[src/rtl/imm_encoder.sv]
// imm_encoder: inverse of the core's immediate extender for the program loader. Packs an immediate
// plus register/opcode fields into an I/S/B/U/J word behind a 2-stage valid/ready pipeline.
module imm_encoder #(
  parameter int unsigned       ADDR_W    = 32,
  parameter logic [ADDR_W-1:0] BASE_ADDR = {ADDR_W{1'b0}}
) (
  input  logic              clk,
  input  logic              rst,
  input  logic              clear,
  input  logic              in_valid,
  output logic              in_ready,
  input  logic [2:0]        imm_src,
  input  logic [31:0]       imm,
  input  logic [6:0]        opcode,
  input  logic [4:0]        rd,
  input  logic [2:0]        funct3,
  input  logic [4:0]        rs1,
  input  logic [4:0]        rs2,
  output logic              out_valid,
  input  logic              out_ready,
  output logic [31:0]       out_ins,
  output logic [ADDR_W-1:0] out_addr,
  output logic              out_err,
  output logic [7:0]        err_cnt
);

  localparam logic [2:0] IMM_I = 3'd0;
  localparam logic [2:0] IMM_S = 3'd1;
  localparam logic [2:0] IMM_B = 3'd2;
  localparam logic [2:0] IMM_U = 3'd3;
  localparam logic [2:0] IMM_J = 3'd4;
  localparam logic [ADDR_W-1:0] ADDR_STEP = ADDR_W'(3'd4);

  // True when the masked bits are all copies of one value (fits the signed field).
  function automatic logic uniform(input logic [31:0] v, input logic [31:0] mask);
    return ((v & mask) == mask) || ((v & mask) == 32'h0000_0000);
  endfunction

  function automatic logic range_err(input logic [2:0] src, input logic [31:0] v);
    logic e;
    case (src)
      IMM_I, IMM_S: e = !uniform(v, 32'hFFFF_F800);
      IMM_B:        e = !uniform(v, 32'hFFFF_F000) || v[0];
      IMM_J:        e = !uniform(v, 32'hFFF0_0000) || v[0];
      IMM_U:        e = |v[11:0];
      default:      e = 1'b1;
    endcase
    return e;
  endfunction

  // Unknown formats fall through to the I layout.
  function automatic logic [31:0] encode(input logic [2:0] src, input logic [31:0] v,
                                         input logic [6:0] op, input logic [4:0] rd_f,
                                         input logic [2:0] f3, input logic [4:0] r1,
                                         input logic [4:0] r2);
    logic [31:0] w;
    case (src)
      IMM_S:   w = {v[11:5], r2, r1, f3, v[4:0], op};
      IMM_B:   w = {v[12], v[10:5], r2, r1, f3, v[4:1], v[11], op};
      IMM_U:   w = {v[31:12], rd_f, op};
      IMM_J:   w = {v[20], v[10:1], v[11], v[19:12], rd_f, op};
      default: w = {v[11:0], r1, f3, rd_f, op};
    endcase
    return w;
  endfunction

  logic              s1_valid_q, s2_valid_q;
  logic [2:0]        s1_src_q, s1_f3_q;
  logic [31:0]       s1_imm_q;
  logic [6:0]        s1_op_q;
  logic [4:0]        s1_rd_q, s1_rs1_q, s1_rs2_q;
  logic              s1_err_q, s1_err_d;
  logic [31:0]       ins_q, ins_d;
  logic              err_q;
  logic [ADDR_W-1:0] addr_q;
  logic [7:0]        err_cnt_q;
  logic              s1_adv, s2_adv, out_hs;

  assign s2_adv   = !s2_valid_q || out_ready;
  assign s1_adv   = !s1_valid_q || s2_adv;
  assign out_hs   = s2_valid_q && out_ready;
  assign in_ready = s1_adv;
  assign s1_err_d = range_err(imm_src, imm);
  assign ins_d    = encode(s1_src_q, s1_imm_q, s1_op_q, s1_rd_q, s1_f3_q, s1_rs1_q, s1_rs2_q);

  assign out_valid = s2_valid_q;
  assign out_ins   = ins_q;
  assign out_addr  = addr_q;
  assign out_err   = err_q;
  assign err_cnt   = err_cnt_q;

  // Clear outranks a same-cycle handshake: the beat is discarded and counters are not advanced.
  always_ff @(posedge clk or posedge rst) begin
    if (rst) begin
      s1_valid_q <= 1'b0;
      s2_valid_q <= 1'b0;
      s1_src_q   <= 3'd0;
      s1_imm_q   <= 32'h0000_0000;
      s1_op_q    <= 7'h00;
      s1_rd_q    <= 5'd0;
      s1_f3_q    <= 3'd0;
      s1_rs1_q   <= 5'd0;
      s1_rs2_q   <= 5'd0;
      s1_err_q   <= 1'b0;
      ins_q      <= 32'h0000_0000;
      err_q      <= 1'b0;
      addr_q     <= BASE_ADDR;
      err_cnt_q  <= 8'h00;
    end else if (clear) begin
      s1_valid_q <= 1'b0;
      s2_valid_q <= 1'b0;
      addr_q     <= BASE_ADDR;
      err_cnt_q  <= 8'h00;
    end else begin
      if (s1_adv) begin
        s1_valid_q <= in_valid;
        if (in_valid) begin
          s1_src_q <= imm_src;
          s1_imm_q <= imm;
          s1_op_q  <= opcode;
          s1_rd_q  <= rd;
          s1_f3_q  <= funct3;
          s1_rs1_q <= rs1;
          s1_rs2_q <= rs2;
          s1_err_q <= s1_err_d;
        end
      end
      if (s2_adv) begin
        s2_valid_q <= s1_valid_q;
        if (s1_valid_q) begin
          ins_q <= ins_d;
          err_q <= s1_err_q;
        end
      end
      if (out_hs) begin
        addr_q <= addr_q + ADDR_STEP;
        if (err_q && (err_cnt_q != 8'hFF)) begin
          err_cnt_q <= err_cnt_q + 8'h01;
        end
      end
    end
  end

endmodule

[config.mk]
export PLATFORM = sky130hd
export DESIGN_NAME = imm_encoder
export DESIGN_NICKNAME = d
export VERILOG_FILES = /design/src/rtl/imm_encoder.sv
export SDC_FILE = /design/constraint.sdc
export NUM_CORES = 1
export LEC_CHECK = 0
export BUFFER_PORTS_ARGS = -buffer_cell sky130_fd_sc_hd__buf_2
export CAP_MARGIN = 40
export CORE_ASPECT_RATIO = 1.2
export CORE_MARGIN = 1.5
export CORE_UTILIZATION = 57
export CTS_BUF_LIST = sky130_fd_sc_hd__clkbuf_16
export DETAILED_ROUTE_END_ITERATION = 7
export GPL_ROUTABILITY_DRIVEN = 0
export PLACE_DENSITY = 0.91
export SLEW_MARGIN = 0
export SYNTH_ARGS = -nofsm -noshare
export SYNTH_HDL_FRONTEND = slang
export SYNTH_SLANG_ARGS = --single-unit
export TNS_END_PERCENT = 30
[constraint.sdc]
create_clock -name clk -period 7.7 [get_ports clk]
set_input_delay 0 -clock clk [delete_from_list [all_inputs] [get_ports clk]]
set_output_delay 0 -clock clk [all_outputs]
set_load 0.01 [all_outputs]
Yosys cells after proc, flatten, opt, wreduce, memory -nomap -nowiden --
Cells that the tools add are included.
Storage, ports and cells: register bits after elaboration 136, input bits 65, output and inout bits 75, word-level logic and storage cells 67
Cells by class: add/subtract/negate cells 2, eq/ne operators 12, mux-type cells 11, bitwise logic cells 1, reduce and logical (&&, ||, !) cells 27
Operators by type and width (count):
- 32-bit case mux with 4 select lines | 1
- 32-bit zero test | 3
- 32-bit two-way mux | 2
- 32-bit by 3-bit adder with 32-bit output (second input constant) | 1
- 8-bit two-way mux | 3
- 21-bit == test (second input constant) | 1
- 20-bit == test (second input constant) | 1
- 12-bit == test (second input constant) | 1
- 3-bit by 2-bit == test with 1-bit output (second input constant) | 4
- 12-bit OR reduction | 1
- 8-bit by 1-bit adder with 8-bit output (second input constant) | 1
- 8-bit != test (second input constant) | 1
- 2-bit nonzero test | 4
- 1-bit logical OR | 7
- 3-bit by 1-bit == test with 1-bit output (second input constant) | 2
- 3-bit == test (second input constant) | 2
- 3-bit AND reduction | 2
- 1-bit zero test | 5
- 1-bit two-way mux | 4
- 1-bit case mux with 4 select lines | 1
- 3-bit zero test | 1
- 1-bit logical AND | 2
- 2-bit AND reduction | 1
- 2-bit OR reduction | 1
- 1-bit NOT | 1

Depth between registers and ports, before layout --
Gate-level depths: netlist of the first run.
word-level depth 5, mapped depth 7, depth with buffers taken out 6

Least setup slack after synthesis of the first run --
OpenSTA, ideal clock, no wires.
path kind reg2reg, start point register addr_q[2], in the netlist out_addr[2], end point register addr_q[12], in the netlist out_addr[12], library setup time 0.132 ns, arrival 1.545 ns, data required time 7.568 ns, path slack 6.023 ns, stages on the path, launching flop included 8, path buffers 1, period minus slack after synthesis 1.677 ns, cell sequence dfrtp_1 ha_1 buf_2 nand3_1 nor3b_2 and3_1 xnor2_1 nor2_1
Between the ends: cells in the longest elaborated chain, start to end 3
Ends and longest elaborated chain:
- start: declaration | line 75 | logic [ADDR_W-1:0] addr_q;
- start signal: assignment | line 136 | addr_q <= addr_q + ADDR_STEP;
- 32-bit by 3-bit adder with 32-bit output | line 136
- 32-bit two-way mux | line 135 | if (out_hs) begin
- 32-bit two-way mux | line 109 | end else if (clear) begin
No other way between the ends. The select of a mux whose other input is x is not followed. A chain may end at the register's enable or synchronous reset.

Worst setup path in the final report of the first run --
start point register s1_src_q[1], end point register ins_q[14], in the netlist out_ins[14]
Between the ends: cells in the longest elaborated chain, start to end 2, elaborated cells between the ends (all ways) 5, those cells by class 4 x eq/ne; 1 x mux
Ends and longest elaborated chain:
- start: declaration | line 68 | logic [2:0] s1_src_q, s1_f3_q;
- start signal: assignment | line 118 | s1_src_q <= imm_src;
- 3-bit == test, or another cell as far along | line 57 | case (src)
- 32-bit case mux with 4 select lines * | line 57
- end signal: assignment | line 131 | ins_q <= ins_d;
- end: declaration | line 73 | logic [31:0] ins_q, ins_d;
Every way passes the cells marked *; elsewhere a longest branch is shown, timed or not.

==> results of run 1 <==
-- cell usage in the layout, fill, tap and decap left out, types with 11 or more instances in the layout --
cell type      synthesis  final
nand2_1               62     62
dfrtp_1              134    134
o21ai_0               21     21
clkbuf_16              0     17
mux2i_1               20     20
dlygate4sd3_1          0     63
buf_2                  3    137
nand3_1               11     11
mux2_2                65     65
nand4_1               22     22
nor2_1                51     51
xor2_1                24     24
a21oi_1               14     14
-- path summary, 6_finish.rpt --
path	startpoint	endpoint	slack, ps
hold / removal	clear	err_cnt[0]	160
hold reg to reg	s1_op_q[1]	out_ins[1]	460
setup / recovery	s1_src_q[1]	out_ins[14]	5580
min in group asynchronous	rst	out_ins[3]	290
setup reg to reg	s1_src_q[1]	out_ins[14]	5580
max in group asynchronous	rst	s1_src_q[1]	6330
-- per-layer routing --
layer  GRT usage [%]  vias to the layer above
met1            34.3                     2561
met4            12.3                        0
li1                -                     2333
met5               0                        -
met2            51.2                      230
met3            6.29                       29
-- final cells by class --
cell class              instances  area, um^2
flip-flops and latches        134        3350
multi-input cells             383        2660
fillers                       661        2490
repair buffers                204        1390
clock buffers                  17         425
well taps                     129         161
clock inverters                15         124
inverters                       5        21.3
-- state kept, by name (all words and copies together) (netlist names) --
register    cells
s1_rs2_q        5
s1_rd_q         5
s1_op_q         7
s1_err_q        1
s1_f3_q         3
s1_src_q        3
out_err         1
s1_imm_q       32
s1_rs1_q        5
s1_valid_q      1
out_ins        32
out_addr       30
out_valid       1
err_cnt         8
-- metrics by stage --
stage                     power, W  cells  utilization, %  hold WS, ps  cell area, um^2
after detailed placement   0.00118    792            65.4          186             6950
after floorplan            0.00106    553               -          123             6280
final                      0.00196    887            76.6          157             8130
after global placement     0.00116    790            64.9          177             6890
after global routing       0.00204    887            76.6          191             8130
after CTS                  0.00196    887            76.6          130             8130
-- report_power, final --
part           total (W)  switching [W]  leakage, nW  internal [W]
clock           0.000758       0.000292        0.286      0.000466
combinational   0.000327       0.000164         1.94      0.000163
sequential      0.000875      0.0000748         1.68      0.000800
-- critical path: cells and delay by family (launching register included) --
family | cells | cell delay [ps]
flops | 1 | 590
compound gates | 2 | 590
simple gates | 2 | 510
mux | 1 | 280
-- kinds of logic after synthesis --
kind of cell / after synthesis / share of synthesized area (%)
multiplexers: 85 / 14.8
AO/OA/AOI/OAI: 61 / 5.78
XOR/XNOR: 34 / 4.74
other: 1 / 0.0597
adder cells (fa/ha/maj): 2 / 0.399
AND/OR/NAND/NOR: 199 / 16.4
flip-flops: 134 / 53.4
buffers and inverters: 36 / 4.32
==> summary.md, run 1 <==
| Metric | Value |
|---|---|
| Critical-path top delay cell | dfrtp_1 |
| Instance count of the mapped netlist | 552 |
| Post-Place Setup Slack | around 5600 ps |
| Critical path's largest stage delay | 590 ps |
| Critical path class | reg2reg |
| Worst-case clock skew | 5.32 ps |
| Final setup violating endpoints | 0 |
| Post_cts resized | 0 |
| Shortest period the worst path allows | 2120 ps |
| FP Rows | ~40 |
| Max-capacitance violation count | 0 |
| Largest net degree at the start of global routing | 64 |
| P_leak | 3.91 nW |
| Netlist area before placement | 0.00628 mm^2 |
| Type of element capturing the critical path | flip-flop |
| Share of flip-flops with an asynchronous set or reset after synthesis | 100% |
| DRC viols | 14 |
| DR pass1 iterations | 8 |
| Worst path setup slack after routing | 5580 ps |
| DRT antenna net count | 0 |
| Largest vdd supply drop | 0.146 mV |
| Via count of the first global-routing pass | 5,389 |
| Warnings from Yosys | 0 |
| Die area | around 0.012 mm^2 |
| Root Buffer | clkbuf_16 |
| Share of post-route cells with drive strength above 1 | 33.1% |
| Largest area contributor in the netlist | dfrtp_1 |
| Number of levels in the clock H-tree | 4 |
| Portion of the post-synthesis area used by sequential elements | 53.4% |
| Port buffer count | around 140 |
| Number of buffers inserted by post-CTS setup repair | 0 |
| Result of the run | finished with violations |
| IO Count | 140 |
| Global-route congestion overflow total | 0 |
| Via density per instance | 5.81 |
| Worst Reg-to-Reg Cells | 5 |
| Overall routing resource usage | 29.2% |
| Via count | 5,153 |
| Count of nets after finishing | 812 |
| Placed wire-length estimate after detailed placement | 10,100 um |
| First-pass GRT wire length | roughly 27,000 um |
| Die span in y | 118 um |
| Number of register bits inferred by synthesis | 134 |
| Cell-by-cell listing of the critical path | nor2b_1 -> nand2_2 -> o21a_1 -> mux2i_1 -> o21ai_1 |
| Horiz. Die Dim | about 99 um |
| Later-pin clock latency in the skew report | 410 ps |
| Pwr per Cell Area | 241 mW/mm^2 |
| Syn_area_per_cell | 11.4 um^2 |
| Number of inserted diodes | 0 |
| Data arrival at the endpoint of the critical path | 2390 ps |
| Unrepaired setup endpoints after global routing | no |
| Layout overhead on the synthesized area | 29.5% |
| Top cells by area in the synthesized netlist | dfrtp_1, mux2_2, nand2_1 |
| Uppermost signal routing layer after detailed routing | met4 |
| Antenna violations before repair | 0 |
| Worst hold stages | 2 |
| Number of hold violations in the final report | 0 |
| Clock sink count | 134 |
| Area inside the core boundary | 0.0106 mm^2 |
| Post-route setup TNS | 0 ps |
| Critical path fanouts, max | 20 |
| Detail Route met2 WL | 8590 um |
| Post-Route WL | 16,000 um |
| Violations in the final reports | design-rule violations |
| Tightest Hold Check Type | in2reg |
| Clock-pin slew reported for the worst setup and hold paths after clock tree synthesis | 50 ps |
| Routed wirelength normalized by instance count | 18.0 um |
| Number of pins with negative max-slew slack in the final report | 0 |
| TritonCTS clock tree | built |
| Max frequency | 471 MHz |
| CTS Buffer Depth | 2 |
| Hold-fix buffers at CTS | 63 |
| Number of different library cells in the post-synthesis netlist | between 40 and 50 |
| Required time at the worst-slack endpoint | 7960 ps |
| Met3 wire len | roughly 1100 um |
| Number of buffers added by the clock tree synthesis step | 17 |
| Post-synth top flop | dfrtp_1 |
| Crit share post-route | 27.6% |
| Number of enable-type register cells in the synthesized netlist | 0 |
| Library cell with the highest instance count after synthesis | dfrtp_1 |
| Drt initial violations | around 270 |
| Slew margin rel. | roughly 45% |
| Actual slew at the worst max-slew pin | 825 ps |
| Effective utilization at floorplan | 59.1% |
| Cell types with the highest counts after synthesis | dfrtp_1, mux2_2, nand2_1 |
| Startpoint Class | flip-flop |
| Routed length on met1 | between 5000 and 6000 um |
| Portion of synthesized cell area occupied by the leading cell type | 53.4% |
No activity file was read; power rests on OpenSTA's default activity.
==> inputs of run 2 (changes only) <==
--- a/config.mk
+++ b/config.mk
@@ -9,11 +9,11 @@
 export CAP_MARGIN = 40
 export CORE_ASPECT_RATIO = 1.2
 export CORE_MARGIN = 1.5
-export CORE_UTILIZATION = 57
+export CORE_UTILIZATION = 49
 export CTS_BUF_LIST = sky130_fd_sc_hd__clkbuf_16
 export DETAILED_ROUTE_END_ITERATION = 7
 export GPL_ROUTABILITY_DRIVEN = 0
-export PLACE_DENSITY = 0.91
+export PLACE_DENSITY = 0.84
 export SLEW_MARGIN = 0
 export SYNTH_ARGS = -nofsm -noshare
 export SYNTH_HDL_FRONTEND = slang
==> constraint.sdc (replaced) <==
create_clock -name clk -period 1.7 [get_ports clk]
set_input_delay 0 -clock clk [delete_from_list [all_inputs] [get_ports clk]]
set_output_delay 0 -clock clk [all_outputs]
set_load 0.01 [all_outputs]
==> summary.md, run 2 (synthesis results as in run 1) <==
| Metric | Value |
|---|---|
| Max-capacitance violation count | 0 (unchanged) |
| Flop2flop setup slack | 40 ps (was 5580 ps) |
| Via count | 5,163 (was 5,153) |
| Layout overhead on the synthesized area | 34.2% (was 29.5%) |
| Net switching share of the total power | 26.9% (was 27.1%) |
| First-pass GRT wire length | 26,400 um (was 26,600 um) |
| Number of inserted diodes | 0 (unchanged) |
| Crit share post-route | 97.4% (was 27.6%) |
| Result of the run | completed (was finished with violations) |
| Startpoint Class | flip-flop (unchanged) |
| Clock-pin slew reported for the worst setup and hold paths after clock tree synthesis | 60 ps (was 50 ps) |
| CTS Buffer Depth | 2 (unchanged) |
| Worst hold slack after final layout | 218 ps (was 157 ps) |
| Placed wire-length estimate after detailed placement | 10,600 um (was 10,100 um) |
| DR pass1 iterations | 6 (was 8) |
| DRC viols | 0 (was 14) |
| FP Rows | 45 (was 41) |
| Die area | 0.0135 mm^2 (was 0.0117 mm^2) |
| Area inside the core boundary | 0.0126 mm^2 (was 0.0106 mm^2) |
| Largest net degree at the start of global routing | 57 (was 64) |
| Critical-path top delay cell | dfrtp_1 (unchanged) |
| P_leak | 4.03 nW (was 3.91 nW) |
| Number of levels in the clock H-tree | 4 (unchanged) |
| Via count of the first global-routing pass | 5,349 (was 5,389) |
| Shortest period the worst path allows | 1660 ps (was 2120 ps) |
| Effective utilization at floorplan | 50.0% (was 59.1%) |
| Area taken by flip-flops and latches | 0.00335 mm^2 (about the same) |
| Post-route setup TNS | 0 ps (unchanged) |
| Global-route congestion overflow total | 0 (unchanged) |
| Area of combinational cells with multiple inputs | 0.00268 mm^2 (was 0.00266 mm^2) |
| Part of the total power dissipated in the clock network | 41.3% (was 38.7%) |
| Critical path class | reg2reg (unchanged) |
| Drt initial violations | 279 (was 268) |
| Post-Route Utilization | 67.1% (was 76.6%) |
| Number of buffers inserted by post-CTS setup repair | 0 (unchanged) |
| Number of buffers added by the clock tree synthesis step | 17 (unchanged) |
| Pwr per Cell Area | 1120 mW/mm^2 (was 241 mW/mm^2) |
| Data arrival at the endpoint of the critical path | 1940 ps (was 2390 ps) |
| Post-Route WL | 16,300 um (was 16,000 um) |
| Critical path fanouts, max | 5 (was 20) |
| Dominant delay contributor by cell family on the critical path | simple AND/OR/NAND/NOR gates (was flip-flops) |
| Count of nets after finishing | 828 (was 812) |
| Later-pin clock latency in the skew report | 430 ps (was 410 ps) |
| IO Count | 140 (unchanged) |
| Critical path's largest stage delay | 440 ps (was 590 ps) |
| Type of element capturing the critical path | flip-flop (unchanged) |
| Via density per instance | 5.50 (was 5.81) |
| Routed wirelength normalized by instance count | 17.4 um (was 18.0 um) |
| Number of hold violations in the final report | 0 (unchanged) |
| Slew margin rel. | 56.8% (was 45.0%) |
| Total internal power | 0.00687 W (was 0.00143 W) |
| Actual slew at the worst max-slew pin | 647 ps (was 825 ps) |
| Clock sink count | 134 (unchanged) |
| Number of pins with negative max-slew slack in the final report | 0 (unchanged) |
| Max frequency | 604 MHz (was 471 MHz) |
| Share of total power in combinational logic | 16.7% (about the same) |
| Worst path setup slack after routing | 44.8 ps (was 5580 ps) |
| DRT antenna net count | 0 (unchanged) |
| Horiz. Die Dim | 106 um (was 98.8 um) |
| Required time at the worst-slack endpoint | 1980 ps (was 7960 ps) |
| Die span in y | 127 um (was 118 um) |
| Tightest Hold Check Type | in2async (was in2reg) |
| Fraction of power consumed by sequential logic | 41.9% (was 44.6%) |
| TritonCTS clock tree | built (unchanged) |
| Most common cell after layout, fill and taps aside | buf_2 (unchanged) |
| Port buffer count | 137 (unchanged) |
| Final setup violating endpoints | 0 (unchanged) |
| Overall routing resource usage | 25.2% (was 29.2%) |
| Root Buffer | clkbuf_16 (unchanged) |
| Worst-case clock skew | 13.7 ps (was 5.32 ps) |
| Largest vdd supply drop | 0.719 mV (was 0.146 mV) |
| Number of inserted filler cells in the final layout | 929 (was 661) |
| Buffer and inverter count on the worst path | 0 (unchanged) |
| Highest-count cells in the layout ignoring fill and taps | buf_2, dfrtp_1, mux2_2, dlygate4sd3_1, nand2_1 (unchanged) |
| Post-Place Setup Slack | 9.53 ps (was 5640 ps) |
| Unrepaired setup endpoints after global routing | yes (was no) |
| Cell-by-cell listing of the critical path | nand4_2 -> nor4_4 -> nand4_1 -> xor2_1 -> nor2_1 (was nor2b_1 -> nand2_2 -> o21a_1 -> mux2i_1 -> o21ai_1) |
| Share of post-route cells with drive strength above 1 | 35.3% (was 33.1%) |
| Antenna violations before repair | 0 (unchanged) |
| Switch Pwr | 0.00253 W (was 0.000531 W) |
==> run 2: cell types whose count changed in the layout (fill, tap and decap cells not counted), moves of 3 or more <==
cell        previous run  this run
buf_4                  2        14
buf_12                 0         5
clkinv_2               5         1
clkinvlp_4             1         4
inv_1                  8         5
inv_6                  0         3
==> run 2: what timing repair did <==
action                                 CTS  global route
hold buffers                            64             0
gates resized for setup                  1             4
pin swaps                                0             1
endpoints found under the hold margin   88             0
setup endpoints to repair                1             9
==> run 2: routing by layer <==
| metal | wire length, um | track usage, % | part of all wire (%) | vias to the layer above |
|---|---|---|---|---|
| met5 | 0 | 0 | 0 | - |
| met4 | 416 | 11.8 | 2.5 | 0 |
| met3 | 969 | 6.28 | 5.9 | 35 |
| met2 | 8630 | 44.0 | 53 | 235 |
| met1 | 6310 | 29.0 | 39 | 2534 |
| li1 | - | - | - | 2359 |
==> run 2: layout make-up <==
class,instances,share of cell area [%]
Clock buffer,17,5.05
Clock inverter,15,2.42
Inverter,5,0.267
Multi-Input combinational cell,383,31.8
Sequential cell,134,39.8
Tap cell,164,2.44
Timing Repair Buffer,220,18.2
==> run 2: power groups by stage <==
stage                     clock [W]  combinational [W]  sequential [W]
final                       0.00389            0.00157         0.00394
after global routing        0.00409            0.00171         0.00399
after CTS                   0.00395            0.00155         0.00393
after detailed placement          0            0.00143         0.00398
after global placement            0            0.00137         0.00395
after floorplan                   0           0.000836         0.00398
==> run 2: path summary, 6_finish.rpt <==
check,start,endpoint,cells after the start
setup / recovery,out_addr[19],out_addr[31],5
min in group clk,in_valid,s1_rd_q[0],4
max in group asynchronous,rst,out_valid,4
hold reg to reg,out_ins[0],out_ins[0],2
setup reg to reg,out_addr[19],out_addr[31],5
hold / removal,rst,out_ins[17],3
==> run 2: stage by stage <==
stage	cell area (um^2)	std cells	total power (W)
floorplan	6290	553	0.00481
global placement	7130	842	0.00531
detailed placement	7130	842	0.00540
CTS	8400	938	0.00943
global route	8420	938	0.00979
finish	8420	938	0.00940
==> run 2: worst register-to-register path: cells and delay by family (launching register included) <==
family,cells,cell delay [ps]
AND/OR/NAND/NOR,4,870
flip-flops,1,440
XOR/XNOR,1,200
